--- src/rtl/softmax_frame_sequencer.sv ---
// Buffers one frame of single-precision words and issues them to the softmax core
// as spaced strobes. Optional WAIT watchdog + core recovery: SOFTMAX_SEQ_TIMEOUT_EN.
module softmax_frame_sequencer #(
  parameter int data_width     = 32,
  parameter int number_of_data = 10,
  parameter int gap_cycles     = 1
`ifdef SOFTMAX_SEQ_TIMEOUT_EN
  , parameter int timeout_cycles = 1024
`endif
) (
  input  logic                  clock_i,
  input  logic                  reset_i,
  input  logic                  s_valid_i,
  input  logic [data_width-1:0] s_data_i,
  output logic                  s_ready_o,
  output logic                  core_data_valid_o,
  output logic [data_width-1:0] core_data_o,
  input  logic                  core_done_i,
  output logic                  core_reset_n_o,
  output logic                  busy_o,
  output logic [15:0]           frame_count_o,
  output logic                  error_o
);
  localparam int IW = (number_of_data > 1) ? $clog2(number_of_data) : 1;
  localparam int GW = (gap_cycles > 0) ? $clog2(gap_cycles + 1) : 1;
  localparam logic [IW-1:0] LAST = IW'(number_of_data - 1);
  localparam logic [GW-1:0] GAP  = GW'(gap_cycles);

`ifdef SOFTMAX_SEQ_TIMEOUT_EN
  localparam int TW = $clog2(timeout_cycles + 1);
  localparam logic [TW-1:0] TMAX = TW'(timeout_cycles - 1);
  typedef enum logic [1:0] {LOAD, ISSUE, WAIT, RECOVER} state_e;
  logic [TW-1:0] wait_q;
  logic          rec_q, err_q;
`else
  typedef enum logic [1:0] {LOAD, ISSUE, WAIT} state_e;
`endif

  state_e                state_q, state_d;
  logic [data_width-1:0] fbuf_q [number_of_data];
  logic [IW-1:0]         wr_idx_q, rd_idx_q, rd_nxt;
  logic [GW-1:0]         gap_q;
  logic                  ready_q, valid_q, rstn_q, busy_q, accept;
  logic [data_width-1:0] data_q;
  logic [15:0]           fc_q;

  assign rd_nxt = rd_idx_q + IW'(1);

  always_comb begin
    state_d = state_q;
    accept  = (state_q == LOAD) && s_valid_i && ready_q;
    case (state_q)
      LOAD:  if (accept && wr_idx_q == LAST) state_d = ISSUE;
      // rd_idx_q names the word on the output; leave once the last one has strobed
      ISSUE: if (valid_q && rd_idx_q == LAST) state_d = WAIT;
`ifdef SOFTMAX_SEQ_TIMEOUT_EN
      WAIT: begin
        if (core_done_i)         state_d = LOAD;
        else if (wait_q == TMAX) state_d = RECOVER;
      end
      RECOVER: if (rec_q) state_d = LOAD;
`else
      WAIT:  if (core_done_i) state_d = LOAD;
`endif
      default: state_d = LOAD;
    endcase
  end

  // Frame storage is deliberately left out of reset.
  always_ff @(posedge clock_i) begin
    if (accept) fbuf_q[wr_idx_q] <= s_data_i;
  end

  always_ff @(posedge clock_i) begin
    if (reset_i) begin
      state_q  <= LOAD;
      wr_idx_q <= '0;
      rd_idx_q <= '0;
      gap_q    <= '0;
      ready_q  <= 1'b0;
      valid_q  <= 1'b0;
      data_q   <= '0;
      rstn_q   <= 1'b0;
      busy_q   <= 1'b0;
      fc_q     <= '0;
`ifdef SOFTMAX_SEQ_TIMEOUT_EN
      wait_q   <= '0;
      rec_q    <= 1'b0;
      err_q    <= 1'b0;
`endif
    end else begin
      state_q <= state_d;
      ready_q <= (state_d == LOAD);
      busy_q  <= (state_d != LOAD);
      valid_q <= 1'b0;
`ifdef SOFTMAX_SEQ_TIMEOUT_EN
      rstn_q  <= (state_d != RECOVER);
`else
      rstn_q  <= 1'b1;
`endif
      case (state_q)
        LOAD: if (accept) begin
          if (wr_idx_q == LAST) begin
            wr_idx_q <= '0;
            rd_idx_q <= '0;
            gap_q    <= GAP;
            valid_q  <= 1'b1;
            data_q   <= fbuf_q[0];
          end else begin
            wr_idx_q <= wr_idx_q + IW'(1);
          end
        end
        ISSUE: begin
          if (state_d == ISSUE) begin
            if (gap_q == '0) begin
              valid_q  <= 1'b1;
              data_q   <= fbuf_q[rd_nxt];
              rd_idx_q <= rd_nxt;
              gap_q    <= GAP;
            end else begin
              gap_q <= gap_q - GW'(1);
            end
          end
`ifdef SOFTMAX_SEQ_TIMEOUT_EN
          else wait_q <= '0;
`endif
        end
        WAIT: begin
          if (state_d == LOAD) fc_q <= fc_q + 16'd1;
`ifdef SOFTMAX_SEQ_TIMEOUT_EN
          else if (state_d == RECOVER) begin
            err_q <= 1'b1;
            rec_q <= 1'b0;
          end else wait_q <= wait_q + TW'(1);
`endif
        end
`ifdef SOFTMAX_SEQ_TIMEOUT_EN
        RECOVER: rec_q <= 1'b1;
`endif
        default: ;
      endcase
    end
  end

  assign s_ready_o         = ready_q;
  assign core_data_valid_o = valid_q;
  assign core_data_o       = data_q;
  assign core_reset_n_o    = rstn_q;
  assign busy_o            = busy_q;
  assign frame_count_o     = fc_q;
`ifdef SOFTMAX_SEQ_TIMEOUT_EN
  assign error_o = err_q;
`else
  assign error_o = 1'b0;
`endif
endmodule

--- config.mk ---
export PLATFORM = sky130hd
export DESIGN_NAME = softmax_frame_sequencer
export DESIGN_NICKNAME = d
export VERILOG_FILES = /design/src/rtl/softmax_frame_sequencer.sv
export SDC_FILE = /design/constraint.sdc
export NUM_CORES = 1
export LEC_CHECK = 0
export CORE_UTILIZATION = 55
export CTS_BUF_LIST = sky130_fd_sc_hd__clkbuf_4 sky130_fd_sc_hd__clkbuf_8
export DETAILED_ROUTE_END_ITERATION = 10
export DONT_BUFFER_PORTS = 1
export GPL_ROUTABILITY_DRIVEN = 0
export PLACE_DENSITY_LB_ADDON = 0.05
export SLEW_MARGIN = 20
export SYNTH_ARGS = -nofsm -noshare
export SYNTH_HDL_FRONTEND = slang
export SYNTH_SLANG_ARGS = --single-unit
--- constraint.sdc ---
create_clock -name clock_i -period 11.6 [get_ports clock_i]
set_input_delay 3.48 -clock clock_i [delete_from_list [all_inputs] [get_ports clock_i]]
set_output_delay 3.48 -clock clock_i [all_outputs]
set_load 0.05 [all_outputs]
# Word-level counts from Yosys, hierarchy flattened

Memory sizes are Yosys's and may differ from the RTL's.
Cells that the tools add are included.

Logic and storage cells: 64
Bits of input ports: 36
Register bits after elaboration: 63
Memories kept: 1
Memory bits (writable): 320
Output and inout port bits: 53

Reduce and logical (&&, ||, !) cells: 12
Mux-type cells: 28
Add/subtract/negate cells: 4
Equal/unequal tests: 9

Memory list:

| name   | words | bits a word | read ports | clocked after Yosys merged registers in | wr ports | RTL line | source |
|---|---|---|---|---|---|---|---|
| fbuf_q | 10    | 32          | 2          | 0                                       | 1        | 40       | `logic [data_width-1:0] fbuf_q [number_of_data];` |

Operators by type and width:

| kind                                                   | count |
|---|---|
| two-way mux 32 bit                                     | 4 |
| case mux 32 bit (2 select lines)                       | 1 |
| two-way mux 4 bit                                      | 5 |
| adder 16 x 1 -> 16 bit (second input constant)         | 1 |
| two-way mux 1 bit                                      | 11 |
| adder 4 x 1 -> 4 bit (second input constant)           | 2 |
| equality test 4 bit (second input constant)            | 2 |
| case mux 4 bit (2 select lines)                        | 1 |
| two-way mux 2 bit                                      | 3 |
| inequality test 2 bit (second input constant)          | 3 |
| case mux 2 bit (3 select lines)                        | 1 |
| AND reduction 5 bit                                    | 1 |
| equality test 2 x 1 -> 1 bit (second input constant)   | 2 |
| logical AND 1 bit                                      | 4 |
| logical NOT 2 bit                                      | 2 |
| case mux 1 bit (2 select lines)                        | 2 |
| AND reduction 2 bit                                    | 2 |
| AND reduction 4 bit                                    | 1 |
| nonzero test 2 bit                                     | 2 |
| equality test 2 bit (second input constant)            | 1 |
| inequality test 2 x 1 -> 1 bit (second input constant) | 1 |
| subtractor 1 bit (second input constant)               | 1 |

# Longest topological paths before layout

Depth in word-level cells: 9
Mapped depth: 9
Mapped depth without buffers: 7

# Least setup slack after synthesis

OpenSTA, ideal clock, no wires.

Path kind: input to register
Start: input port s_valid_i
End: memory fbuf_q[2][0], enable pin
Buffers on the path: 0
Arrival: 7225 ps
Stages: 3
Path slack: 3861 ps
Setup time: 513 ps
Required time: 11087 ps
Path through: and4bb_2 nand2_1 nor4b_1

Word-level cells in the longest chain between the ends: 4

RTL lines:

| element                                 | RTL line | source |
|---|---|---|
| start: declaration                      | 13       | `input logic s_valid_i,` |
| logical AND 1 bit (2 in a row)          | 51       | `accept = (state_q == LOAD) && s_valid_i && ready_q;` |
| two-way mux 1 bit                       | 71       | `if (accept) fbuf_q[wr_idx_q] <= s_data_i;` |
| two-way mux 1 bit (implied by the code) | 71       |  |
| end: declaration                        | 40       |  |

Every way passes these cells.

# Worst setup path in the final report

Start: input port s_valid_i
End: register data_q[19] (netlist: core_data_o[19])

Word-level cells in the longest chain between the ends: 8
Elaborated cells between the ends (all ways): 9
Those cells by class: eq/ne (3); mux (2); reduce/logical (4)

RTL lines:

| element                            | RTL line | source |
|---|---|---|
| logical AND 1 bit (*) (2 in a row) | 51       |  |
| logical AND 1 bit                  | 53       | `LOAD: if (accept && wr_idx_q == LAST) state_d = ISSUE;` |
| two-way mux 2 bit                  | 53       |  |
| case mux 2 bit (3 select lines)    | 52       | `case (state_q)` |
| equality test 2 x 1 -> 1 bit       | 114      | `if (state_d == ISSUE) begin` |
| inequality test 2 bit (no line)    | -        |  |
| AND reduction 5 bit (no line) (*)  | -        |  |
| end signal: assignment             | 108      | `data_q <= fbuf_q[0];` |
| end signal: assignment             | 117      | `data_q <= fbuf_q[rd_nxt];` |
| end: declaration                   | 44       | `logic [data_width-1:0] data_q;` |

Mark *: on every way between the ends. The rest lies on a longest branch, timed or not.
A chain may end at the register's enable or synchronous reset.

==> metrics.txt <==
# TYPE chip_impl_metric gauge
chip_impl_metric{name="drc",unit=""} 0
chip_impl_metric{name="drt-pass1-iter-count",unit=""} 5
chip_impl_metric{name="number_of_global_route_vias_before_repair",unit=""} 8524
chip_impl_metric{name="number_of_enable_flip_flop_cells_after_synthesis",unit=""} 320
chip_impl_metric{name="synth.distinct_cells",unit=""} 46
chip_impl_metric{name="n_antenna_cell",unit=""} 0
chip_impl_metric{name="timing.fmax",unit="GHz"} 0.1937
chip_impl_metric{name="post_cts.repair.setup_buffers",unit=""} 0
chip_impl_metric{name="viasPerCell",unit=""} 6.124
chip_impl_metric{name="totalWireLength",unit="µm"} 31990
chip_impl_metric{name="ys.warnings.count",unit=""} 0
chip_impl_metric{name="largest_net_degree_at_the_start_of_global_routing",unit=""} 60
chip_impl_metric{name="placement.setup.worst_slack",unit="ps"} 5847
chip_impl_metric{name="ys_seq_area_frac",unit=""} 0.7278
chip_impl_metric{name="grt_first_pass_wirelength",unit="µm"} 48720
chip_impl_metric{name="final_setup_violation_count",unit=""} 0
chip_impl_metric{name="cts_max_level",unit=""} 2
chip_impl_metric{name="clock_transition_time_at_the_flip_flop_clock_pins_of_the_worst_setup_and_hold_paths",unit="ps"} 60
chip_impl_metric{name="leakage",unit="µW"} 0.006160
chip_impl_metric{name="place.detailed.hpwl",unit="µm"} 17190
chip_impl_metric{name="maxSlewViolCount",unit=""} 0
chip_impl_info{name="synth.top_cells.by_count",value="sky130_fd_sc_hd__edfxtp_1, sky130_fd_sc_hd__mux2i_1, sky130_fd_sc_hd__a22oi_1"} 1
chip_impl_metric{name="area_delta_synth_final",unit="%"} 10.37
chip_impl_metric{name="design.portCount",unit=""} 89
chip_impl_metric{name="report.final.hold_viol_count",unit=""} 0
chip_impl_info{name="worst_setup_path_end_kind",value="flop"} 1
chip_impl_metric{name="cts-buffers-inserted",unit=""} 60
chip_impl_metric{name="start_util",unit=""} 0.5667
chip_impl_metric{name="layout.nets",unit=""} 996
chip_impl_metric{name="cts-resized-gates",unit=""} 0
chip_impl_metric{name="drv.max_cap_violation_count",unit=""} 0
chip_impl_metric{name="timing.slew.headroom",unit=""} 0.2912
chip_impl_metric{name="sequential_cell_area",unit="µm²"} 10870
chip_impl_metric{name="floorplan.core_area",unit="µm²"} 26350
chip_impl_info{name="worstSetupPathType",value="in2reg"} 1
chip_impl_metric{name="fin_ws",unit="ps"} 6436
chip_impl_metric{name="post_cts_hold_buffer_count",unit=""} 0
chip_impl_metric{name="powerDensity",unit="nW/µm²"} 159.7
chip_impl_metric{name="critical_path.max_fanout",unit=""} 53
chip_impl_metric{name="clock_skew",unit="ps"} 25.96
chip_impl_info{name="synth.top_cells.by_area",value="sky130_fd_sc_hd__edfxtp_1, sky130_fd_sc_hd__mux2i_1, sky130_fd_sc_hd__dfxtp_1"} 1
chip_impl_metric{name="dr_total_vias",unit=""} 8200
chip_impl_metric{name="cts_buffer_depth",unit=""} 3
chip_impl_info{name="outcome",value="complete, no violations"} 1
chip_impl_metric{name="drt_first_iter_violations",unit=""} 655
chip_impl_metric{name="layout.filler_cells",unit=""} 1906
chip_impl_info{name="clockRootBuffer",value="sky130_fd_sc_hd__clkbuf_8"} 1
chip_impl_metric{name="synth_top_cell_area_share",unit=""} 0.6434
chip_impl_info{name="tritoncts",value="built"} 1
chip_impl_metric{name="final.period_utilization",unit=""} 0.4452
chip_impl_metric{name="footprint_of_the_multi_input_gates",unit="µm²"} 3790
chip_impl_metric{name="row_count",unit=""} 59
chip_impl_metric{name="grt_util_all_layers",unit=""} 0.2335
chip_impl_metric{name="worst_skew_pair.late_latency",unit="ps"} 610
chip_impl_metric{name="numClockSinks",unit=""} 383
chip_impl_metric{name="routed_wire_length_per_instance",unit="µm"} 23.89
chip_impl_metric{name="synthesis.area_per_instance",unit="µm²"} 16.06
chip_impl_metric{name="route.antenna.remaining_nets",unit=""} 0
chip_impl_metric{name="fin_hold_ws",unit="ps"} 501.0
chip_impl_metric{name="critPathRequiredTime",unit="ps"} 12100
chip_impl_metric{name="numPortBuffers",unit=""} 0
chip_impl_info{name="rsz0062_at_grt",value="false"} 1
chip_impl_info{name="timing.critical_path.from_type",value="primary input"} 1
chip_impl_metric{name="post_route_cells_drive_above_1_share",unit=""} 0.1444
chip_impl_info{name="synth_top_flop_cell",value="sky130_fd_sc_hd__edfxtp_1"} 1
chip_impl_metric{name="period_minus_slack",unit="ps"} 5164
chip_impl_metric{name="die_x",unit="µm"} 166.8
chip_impl_metric{name="synth_area",unit="µm²"} 14940
chip_impl_metric{name="synth_cells",unit=""} 930
chip_impl_metric{name="synthArstFlopShare",unit=""} 0
chip_impl_info{name="hold_path_class",value="reg2reg"} 1
chip_impl_metric{name="worst_pin_slew",unit="ps"} 1062
chip_impl_metric{name="worst_ir_drop_vdd",unit="µV"} 152.6
chip_impl_metric{name="cp.arrival",unit="ps"} 5660
chip_impl_metric{name="synthesized_nets",unit=""} 969
chip_impl_metric{name="final.setup.tns",unit="ps"} 0
chip_impl_metric{name="grt.overflow.total",unit=""} 0
chip_impl_info{name="post-synth-top-count-cell",value="sky130_fd_sc_hd__edfxtp_1"} 1
chip_impl_metric{name="number_of_antenna_violations_at_the_first_check_in_global_routing",unit=""} 0
chip_impl_metric{name="die_h",unit="µm"} 166.8
chip_impl_info{name="synth_area_leader_cell",value="sky130_fd_sc_hd__edfxtp_1"} 1
chip_impl_metric{name="fp.dieArea",unit="µm²"} 27820
chip_impl_metric{name="yosys_register_bits",unit=""} 383
==> state kept, by name, summed over array words and instances, names as in the netlist <==
signal and flops:
core_reset_n_o 1, busy_o 1, fbuf_q 320, core_data_o 32, gap_q 1, core_data_valid_o 1
rd_idx_q 4, wr_idx_q 4, state_q 2, s_ready_o 1, frame_count_o 16
==> cell type report <==
type,instances,area share
tap,335,0.02543
timing repair buffer,25,0.01139
clock buffer,92,0.06808
sequential,383,0.6595
inverter,4,0.0009108
multi-input combinational,483,0.2299
clock inverter,17,0.004782
==> through the flow <==
stage	area (µm²)	total power (µW)	util	std cells
floorplan	14940	1548	-	930
global placement	15280	1554	0.5799	1230
detailed placement	15280	1555	0.5799	1230
CTS	16480	2658	0.6255	1339
global route	16480	2720	0.6255	1339
finish	16480	2633	0.6255	1339
==> critical path: stages <==
cell	delay, ps
sky130_fd_sc_hd__nand4bb_4	120
sky130_fd_sc_hd__nor4_4	220
sky130_fd_sc_hd__buf_4	510
sky130_fd_sc_hd__a2bb2oi_4	390
sky130_fd_sc_hd__buf_4	570
sky130_fd_sc_hd__o21ai_0	160
sky130_fd_sc_hd__a31oi_1	170
==> path summary, 6_finish.rpt <==
kind / end / cells past startpoint / slack [ps] / start
worst min-delay path: wr_idx_q[0]$_SDFFE_PP0P_ / 2 / 500 / wr_idx_q[0]$_SDFFE_PP0P_
worst max-delay path: core_data_o[19]$_SDFFE_PP0P_ / 7 / 6440 / s_valid_i
worst max register to register: core_data_o[15]$_SDFFE_PP0P_ / 6 / 8560 / rd_idx_q[0]$_SDFFE_PP0P_
worst min register to register: wr_idx_q[0]$_SDFFE_PP0P_ / 2 / 500 / wr_idx_q[0]$_SDFFE_PP0P_
==> cell families (layout without fill, tap and decap cells) <==
kind of cell	Yosys count	in the layout	synth area share
xor+xnor	19	19	0.01114
compound gates	178	178	0.08336
simple gates	122	122	0.04415
mux	160	160	0.1072
flops	383	383	0.7278
fa+ha+maj	3	3	0.002513
buf+inv	64	138	0.02354
other cells	1	1	0.0002511
==> power by group <==
part,leakage [µW],total [µW],switching (µW),internal (µW)
Clock,0.000642,1110,495,613
Combinational,0.00212,20.7,14.3,6.44
Sequential,0.00340,1510,5.58,1500
==> routing by layer <==
metal / part of all wire / wire length [µm] / up-vias / global-route usage
met5: 0 / 0 / - / 0
met2: 0.50 / 15840 / 288 / 0.4039
li1: - / - / 3736 / -
met3: 0.066 / 2097 / 76 / 0.05347
met4: 0.030 / 960 / 0 / 0.09420
met1: 0.41 / 13090 / 4100 / 0.2837
==> cells in the final DEF (no fill, tap or decap), types with 2 or more instances in the layout <==
cell type                   instances
sky130_fd_sc_hd__a21oi_1            8
sky130_fd_sc_hd__a22oi_1           64
sky130_fd_sc_hd__a2bb2oi_1         32
sky130_fd_sc_hd__a31oi_1           33
sky130_fd_sc_hd__and2_2             2
sky130_fd_sc_hd__buf_4             25
sky130_fd_sc_hd__clkbuf_4          23
sky130_fd_sc_hd__clkbuf_8          69
sky130_fd_sc_hd__clkinv_1          10
sky130_fd_sc_hd__clkinv_2           5
sky130_fd_sc_hd__dfxtp_1           62
sky130_fd_sc_hd__edfxtp_1         320
sky130_fd_sc_hd__ha_1               2
sky130_fd_sc_hd__inv_1              4
sky130_fd_sc_hd__mux2i_1          160
sky130_fd_sc_hd__nand2_1           12
sky130_fd_sc_hd__nand2b_1           5
sky130_fd_sc_hd__nand3_1           40
sky130_fd_sc_hd__nand3b_1           2
sky130_fd_sc_hd__nand4_1            4
sky130_fd_sc_hd__nor2_1            25
sky130_fd_sc_hd__nor2_2             3
sky130_fd_sc_hd__nor2_4             2
sky130_fd_sc_hd__nor3_1             3
sky130_fd_sc_hd__nor3_2             4
sky130_fd_sc_hd__nor3b_1            2
sky130_fd_sc_hd__nor4_1             4
sky130_fd_sc_hd__nor4_2             2
sky130_fd_sc_hd__o21ai_0           24
sky130_fd_sc_hd__o21ai_1           13
sky130_fd_sc_hd__xnor2_1            6
sky130_fd_sc_hd__xor2_1            13
Note: power is estimated with default switching activity, not from simulation.
